**src/rtl/nor_reduce_pkg.sv**
```systemverilog
// Shared encodings and elaboration-time helpers for the pipelined OR-reduction tree.
// Level 0 is the operand itself; level L holds the group ORs produced by tree stage L.
package nor_reduce_pkg;

    typedef enum logic [1:0] {
        MODE_NOR    = 2'b00,
        MODE_OR     = 2'b01,
        MODE_STICKY = 2'b10,
        MODE_RSVD   = 2'b11
    } mode_e;

    typedef struct packed {
        mode_e mode;
        logic  clr;
    } side_t;

    // Number of tree levels needed to fold width bits down to one: ceil(log_fanin(width)).
    function automatic int calc_stages(input int width, input int fanin);
        int w;
        int n;
        w = width;
        n = 0;
        while (w > 1) begin
            w = (w + fanin - 1) / fanin;
            n++;
        end
        return n;
    endfunction

    function automatic int level_width(input int width, input int fanin, input int level);
        int w;
        w = width;
        for (int i = 0; i < level; i++) begin
            w = (w + fanin - 1) / fanin;
        end
        return w;
    endfunction

    // Bit offset of a level inside the flattened tree bus (levels packed LSB-first).
    function automatic int level_offset(input int width, input int fanin, input int level);
        int off;
        off = 0;
        for (int i = 0; i < level; i++) begin
            off += level_width(width, fanin, i);
        end
        return off;
    endfunction

endpackage

```
**src/rtl/nor_reduce_stage.sv**
```systemverilog
// One registered level of the reduction tree: ORs groups of FANIN bits (zero-padded)
// and forwards the operand's sideband, with a skid-free valid/ready handshake.
module nor_reduce_stage
    import nor_reduce_pkg::*;
#(
    parameter int IN_W  = 32,
    parameter int FANIN = 4,
    localparam int OUT_W = (IN_W + FANIN - 1) / FANIN
) (
    input  logic             clk,
    input  logic             rst,
    input  logic             in_valid_i,
    output logic             in_ready_o,
    input  logic [IN_W-1:0]  data_i,
    input  side_t            side_i,
    output logic             out_valid_o,
    input  logic             out_ready_i,
    output logic [OUT_W-1:0] data_o,
    output side_t            side_o
);

    logic [OUT_W*FANIN-1:0] padded;
    logic [OUT_W-1:0]       data_d;
    logic [OUT_W-1:0]       data_q;
    side_t                  side_q;
    logic                   valid_q;

    // NOTE: every signal written here gets a default first, so no latch can be inferred.
    always_comb begin
        padded             = '0;
        padded[IN_W-1:0]   = data_i;
        data_d             = '0;
        for (int g = 0; g < OUT_W; g++) begin
            data_d[g] = |padded[g*FANIN +: FANIN];
        end
    end

    assign in_ready_o = !valid_q || out_ready_i;

    // NOTE: sequential state uses non-blocking assignments so all stages update together.
    always_ff @(posedge clk or posedge rst) begin
        if (rst) begin
            valid_q <= 1'b0;
            // NOTE: the sideband is reset as well so Y_MODE reads 00 while the pipe is empty.
            data_q  <= '0;
            side_q  <= '{mode: MODE_NOR, clr: 1'b0};
        end else if (in_ready_o) begin
            valid_q <= in_valid_i;
            if (in_valid_i) begin
                data_q <= data_d;
                side_q <= side_i;
            end
        end
    end

    assign out_valid_o = valid_q;
    assign data_o      = data_q;
    assign side_o      = side_q;

endmodule

```
**src/rtl/nor_reduce_pipe.sv**
```systemverilog
// Pipelined WIDTH-bit NOR/OR reduction with a sticky-NOR accumulator at the output.
// The tree is a chain of nor_reduce_stage levels sharing one flattened data bus.
module nor_reduce_pipe
    import nor_reduce_pkg::*;
#(
    parameter int WIDTH = 32,
    parameter int FANIN = 4
) (
    input  logic             CLK,
    input  logic             RST,
    input  logic             IN_VALID,
    output logic             IN_READY,
    input  logic [WIDTH-1:0] A,
    input  logic [1:0]       MODE,
    input  logic             IN_CLR,
    output logic             OUT_VALID,
    input  logic             OUT_READY,
    output logic             Y,
    output logic [1:0]       Y_MODE
);

    localparam int STAGES = calc_stages(WIDTH, FANIN);
    localparam int TOTAL  = level_offset(WIDTH, FANIN, STAGES + 1);

    logic [TOTAL-1:0] tree;
    logic [STAGES:0]  vld;
    logic [STAGES:0]  rdy;
    side_t            side [STAGES+1];

    assign tree[WIDTH-1:0] = A;
    assign vld[0]          = IN_VALID;
    assign side[0]         = '{mode: mode_e'(MODE), clr: IN_CLR};
    assign IN_READY        = rdy[0];
    assign rdy[STAGES]     = OUT_READY;

    for (genvar s = 0; s < STAGES; s++) begin : g_level
        localparam int IW    = level_width(WIDTH, FANIN, s);
        localparam int OW    = level_width(WIDTH, FANIN, s + 1);
        localparam int OFF_I = level_offset(WIDTH, FANIN, s);
        localparam int OFF_O = level_offset(WIDTH, FANIN, s + 1);

        nor_reduce_stage #(
            .IN_W  (IW),
            .FANIN (FANIN)
        ) u_stage (
            .clk         (CLK),
            .rst         (RST),
            .in_valid_i  (vld[s]),
            .in_ready_o  (rdy[s]),
            .data_i      (tree[OFF_I +: IW]),
            .side_i      (side[s]),
            .out_valid_o (vld[s+1]),
            .out_ready_i (rdy[s+1]),
            .data_o      (tree[OFF_O +: OW]),
            .side_o      (side[s+1])
        );
    end

    // The last level is a single bit: the OR of the whole operand.
    logic  r;
    side_t side_out;
    logic  y_raw;
    logic  acc_d;
    logic  acc_q;

    assign r        = tree[TOTAL-1];
    assign side_out = side[STAGES];

    always_comb begin
        y_raw = ~r;
        case (side_out.mode)
            MODE_OR:     y_raw = r;
            MODE_STICKY: y_raw = side_out.clr ? ~r : (acc_q & ~r);
            default:     y_raw = ~r;
        endcase
    end

    // ACC only moves on an accepted result, so a stalled output stays stable.
    always_comb begin
        acc_d = acc_q;
        if (OUT_VALID && OUT_READY) begin
            if (side_out.mode == MODE_STICKY) begin
                acc_d = y_raw;
            end else if (side_out.clr) begin
                acc_d = 1'b1;
            end
        end
    end

    always_ff @(posedge CLK or posedge RST) begin
        if (RST) begin
            acc_q <= 1'b1;
        end else begin
            acc_q <= acc_d;
        end
    end

    assign OUT_VALID = vld[STAGES];
    assign Y         = OUT_VALID & y_raw;
    assign Y_MODE    = side_out.mode;

endmodule

```
**config.mk**
```make
export PLATFORM = sky130hd
export DESIGN_NAME = nor_reduce_pipe
export DESIGN_NICKNAME = d
export VERILOG_FILES = /design/src/rtl/nor_reduce_pkg.sv /design/src/rtl/nor_reduce_stage.sv /design/src/rtl/nor_reduce_pipe.sv
export SDC_FILE = /design/constraint.sdc
export NUM_CORES = 1
export LEC_CHECK = 0
export ABC_CLOCK_PERIOD_IN_PS = 2700
export BUFFER_PORTS_ARGS = -buffer_cell sky130_fd_sc_hd__buf_2
export CAP_MARGIN = 15
export CELL_PAD_IN_SITES_DETAIL_PLACEMENT = 1
export CELL_PAD_IN_SITES_GLOBAL_PLACEMENT = 1
export CORE_MARGIN = 8
export CORE_UTILIZATION = 27
export CTS_CLUSTER_DIAMETER = 200
export CTS_CLUSTER_SIZE = 20
export DETAILED_ROUTE_END_ITERATION = 8
export GPL_ROUTABILITY_DRIVEN = 0
export MAX_ROUTING_LAYER = met4
export PLACE_DENSITY_LB_ADDON = 0.25
export SYNTH_ARGS = -nofsm -noshare
export SYNTH_HDL_FRONTEND = slang
export SYNTH_SLANG_ARGS = --single-unit
```
**constraint.sdc**
```tcl
create_clock -name CLK -period 2.7 [get_ports CLK]
set_clock_uncertainty 0.2 [all_clocks]
set_input_delay 0.135 -clock CLK [delete_from_list [all_inputs] [get_ports CLK]]
set_output_delay 0.135 -clock CLK [all_outputs]
set_load 0.02 [all_outputs]
```
### After elaboration in Yosys (flattened, before gate mapping)

Index checks and enable logic that the tools add are counted.

* logic and storage cells: 45
* register bits: 24
* input bits: 39

* reduce and logical (&&, ||, !) cells: 23
* equality and inequality tests: 2
* bitwise logic cells: 3
* multiplexer cells: 4

Operators by type and width (count)
* 4-bit OR reduction: 10
* 2-bit AND reduction: 4
* 1-bit logical NOT: 3
* 1-bit logical OR: 3
* 1-bit 2-to-1 mux: 3
* 1-bit AND: 2
* 2-bit by 1-bit equality test with 1-bit output (second input constant): 1
* 2-bit equality test (second input constant): 1
* 1-bit one-hot mux with 2 select lines: 1
* 2-bit nonzero test: 1
* 2-bit OR reduction: 1
* 1-bit logical AND: 1
* 1-bit inverter: 1

### Logic depth before layout (Yosys ltp)

* depth in word-level cells: 5
* gate-level depth with buffers: 5

### By module

From an unflattened synthesis, not the netlist that was laid out.

* cell total of the unflattened synthesis: 100
* area total of the unflattened synthesis: 1198.6 um^2

Modules (own cells, without submodules)
* nor_reduce_stage at g_level[0].u_stage: area each 570.5 um^2, sequential area each 300.3 um^2, cells each 47, instances 1
* nor_reduce_stage at g_level[1].u_stage: area each 270.3 um^2, sequential area each 150.1 um^2, cells each 20, instances 1
* nor_reduce_stage at g_level[2].u_stage: area each 221.5 um^2, sequential area each 125.1 um^2, cells each 15, instances 1
* nor_reduce_pipe: area each 136.4 um^2, sequential area each 26.3 um^2, cells each 18, instances 1

### Worst setup path before layout

Ideal clock, no wire load.

* kind: register -> output
* start point: register g_level[2].u_stage.side_q (netlist bit g_level[2].u_stage.side_o[1])
* end point: output Y
* cell stages (with the launch flop): 5
* required time: 2.365 ns
* slack: 0.855 ns
* data arrival time: 1.510 ns
* cells stage by stage: dfrtp_1 inv_1 ha_1 nand2b_1 a221oi_1

* longest elaborated chain between the ends: 3
* elaborated cells between the ends (all ways): 4
* classes of those cells: eq/ne (2); mux (1); bitwise (1)

Ends and longest elaborated chain
* start: declaration: line nor_reduce_stage.sv:25 `side_t side_q;`
* start signal: assignment: line nor_reduce_stage.sv:46 `side_q <= '{mode: MODE_NOR, clr: 1'b0};`
* start signal: assignment: line nor_reduce_stage.sv:51 `side_q <= side_i;`
* 2-bit equality test / 2-bit by 1-bit equality test with 1-bit output (equally long branches): line nor_reduce_pipe.sv:71 `case (side_out.mode)`
* 1-bit one-hot mux with 2 select lines *: line nor_reduce_pipe.sv:71
* 1-bit AND *: line nor_reduce_pipe.sv:99 `assign Y = OUT_VALID & y_raw;`
* end: declaration: line nor_reduce_pipe.sv:18 `output logic Y,`

Every way passes the cells marked *; elsewhere a longest branch is shown, timed or not.

### Worst setup path after layout

Ends and elaborated chain as after synthesis.

==> summary.txt <==
Power
  – Power Total: 944 uW
  – Comb pwr share: 0.262
  – Net switching power: 272 uW
  – Part of the power in registers: 0.484
  – P_int: 672 uW
  – Leak: slightly above 0.0007 uW
  – Switching share of power: 0.288
  – Power Dens Cells: 586 nW/um^2
  – Peak supply drop: 0.150 mV
  – Clock share of power: 0.254

Synth
  – Post-synth cell types: 24
  – Synth area leaders: dfrtp_1 (52%), mux2_2 (11%), a31oi_1 (5.6%)
  – Synth Register Bits: 24
  – Syn nets: 136
  – Synth Cell Area: 1110 um^2
  – Top cell type by total area after synthesis: dfrtp_1
  – XOR/XNOR share of the synthesized area: 0
  – Compound-Gate Fraction of Synth Area: 0.144
  – Simple-gate share of the synthesized area: 0.135
  – Syn_area_per_cell: between 10 and 15 um^2
  – Seq/Total Area, Yosys: 0.543
  – Cells after synthesis: 95
  – Area share of fa/ha/maj cells after synthesis: 0.0226
  – Synth Warn #: 0
  – Mux share of post-synthesis cell area: 0.112
  – Share of the synthesized area in the top cell type: 0.519
  – Largest family of logic cells by synthesized area: compound AO/OA/AOI/OAI gates

Clocking
  – H-tree lvl count: 1
  – Setup Fix Bufs, Post-CTS: 0
  – CTS tree: built
  – Clock transition at path regs: about 0.080 ns
  – CTS Buffer Depth: 2
  – Clock Latency Late Sink: about 0.26 ns
  – TritonCTS Buffers: 3
  – Clock sinks: 24
  – CTS Root Cell: clkbuf_8

Route
  – Routed vias: 993
  – Routed Wire Length: 2.90 mm
  – Starting DRT DRC Count: 33
  – DRC: 0
  – First drt pass iteration count: 4
  – Avg WL per Cell: 14.0 um
  – Antenna-violating nets left: 0
  – Detailed-route vias per instance: roughly 4.8

Die
  – Cell Rows: 23
  – Die area: 6410 um^2
  – Die Y-Extent: 80.1 um
  – Core Area: 3970 um^2
  – Initial Util: 0.279
  – Ports: 44
  – DIE WIDTH: 80.1 um

Final layout
  – Layout Nets: about 200
  – Layout Utilization: 0.406
  – Layout cell share with drive strength beyond 1: 0.395
  – Antenna cells: 0
  – Layout Area Growth over Synthesis: 45.5%
  – Fillers: 457

Setup path
  – CP arrival: 1.70 ns
  – Worst endpoint required time: 2.37 ns
  – Worst-path maximum fanout: 4
  – Critical setup path kind: flip-flop to output pin
  – Setup crit start: g_level[2].u_stage.side_o[1]
  – Crit path cell chain: inv_1, ha_1, nand2b_1, a221oi_1, buf_2
  – R2R cell count: 3
  – Critical path's slowest cell: dfrtp_1
  – Critical Path Source Type: flip-flop
  – Reg2Reg Launch Point: g_level[1].u_stage.out_valid_o
  – Slowest stage delay, CP: 0.39 ns
  – Critical path capture point type: output pin

Global route
  – Initial antenna violation count: 0
  – Overflow after GRT: 0
  – Largest net degree at the start of global routing: 25
  – GRT Util Overall: 0.101
  – Vias in the first global route: around 1,100
  – First-pass GRT wire length: 5.03 mm

Hold path
  – Min-delay src: IN_VALID
  – Hold path depth: 2
  – Class of the worst hold path: input port to flip-flop

Timing
  – RSZ-0062 raised after global routing: false
  – Max-slew violations: 0
  – Worst setup margin: 0.662 ns
  – Worst-Margin Slew: 0.907 ns
  – Hold Slack: about 0.074 ns
  – Headroom to the max-slew limit: 0.394
  – Fmax: 491 MHz
  – Setup violations, final: 0
  – Setup TNS: 0 ns
  – Hold Fails Final Rpt: 0
  – Final Cycle Share: 0.755
  – Crit path time final: 2.04 ns

Place
  – Input/output buffers: 43
  – Detailed placement HPWL: 2.18 mm
  – DP Worst Slack: 0.945 ns

Outcome
  – Status: completed

Flow run
  – Max_cap viols: 0
## per-stage QoR
stage	cell area (um^2)	std cells
finish	1610	207
global route	1610	207
CTS	1610	207
detailed placement	1360	183
global placement	1360	183
floorplan	1110	95
## sequential cells by signal, indices dropped and copies added, names as in the netlist
name and count:
g_level.u_stage.out_valid_o 3, g_level.u_stage.side_o 9, g_level.u_stage.data_o 11, acc_q 1
## layout make-up
cell class | count | area, um^2 | area share
sequential | 24 | 602 | 0.373
multi-input combinational | 61 | 459 | 0.285
timing repair buffer | 63 | 415 | 0.258
tap | 50 | 62.6 | 0.0388
clock buffer | 4 | 55.1 | 0.0341
inverter | 5 | 18.8 | 0.0116
## cells in the final DEF (no fill, tap or decap), drive strengths merged, types with 2 or more instances in the layout
master	count
buf	43
nor4	8
inv	5
o21ai	3
nand2b	3
ha	2
mux2	11
dlygate4sd3	20
a31oi	10
dfrtp	23
a21oi	9
clkbuf	4
nor2	2
nand2	5
or4	2
## routing by layer
| metal | up-vias | track usage | wire length [um] |
|---|---|---|---|
| li1 | 475 | - | - |
| met1 | 476 | 0.111 | 1260 |
| met2 | 37 | 0.171 | 1450 |
| met3 | 5 | 0.0268 | 157 |
| met4 | 0 | 0.0327 | 34 |
| met5 | - | - | 0 |
## synth_stat cells
cell type   n
dfrtp_1    23
mux2_2     11
a31oi_1    10
a21oi_1     9
nor4_1      8
inv_1       5
nand2_1     5
buf_2       2
buf_4       2
ha_1        2
nand2b_1    2
nor2_1      2
o21ai_0     2
or4_1       2
a221oi_1    1
and2_1      1
clkbuf_1    1
dfstp_2     1
nand2b_2    1
nand3b_1    1
nand4b_4    1
o21ai_4     1
o21bai_1    1
o32a_1      1
## kinds of logic after synthesis
| kind of cell | after synthesis |
|---|---|
| and+or+nand+nor | 23 |
| DFF | 24 |
| muxes | 11 |
| adders and majority gates | 2 |
| buffers and inverters | 10 |
| AOI/OAI and AO/OA | 25 |
## timing repair
item	4_1_cts	5_1_grt
resized for setup	0	0
hold buffers	20	0
hold endpoints to repair	34	0
## worst max-delay path: cells and delay by family, from the launching register on
family | cells | cell delay (ns)
fa+ha+maj | 1 | 0.32
flops | 1 | 0.39
buf+inv | 2 | 0.27
compound gates | 1 | 0.28
simple gates | 1 | 0.19
## worst paths after layout
path / end / slack [ns]
worst max register to register: g_level[0].u_stage.side_o[1] / 1.03
min in group asynchronous: g_level[0].u_stage.data_o[6] / 0.41
worst max-delay path: Y / 0.66
max in group asynchronous: g_level[2].u_stage.side_o[0] / 1.34
worst min register to register: g_level[1].u_stage.side_o[0] / 0.31
worst min-delay path: g_level[0].u_stage.data_o[1] / 0.07
## power by group through the flow
stage / logic [uW] / registers, uW / clock network (uW)
after CTS: 251 / 459 / 247
after global routing: 275 / 467 / 262
after global placement: 219 / 461 / 0
after detailed placement: 232 / 466 / 0
final: 247 / 457 / 240
after floorplan: 174 / 454 / 0
No activity file was read; power rests on OpenSTA's default activity.
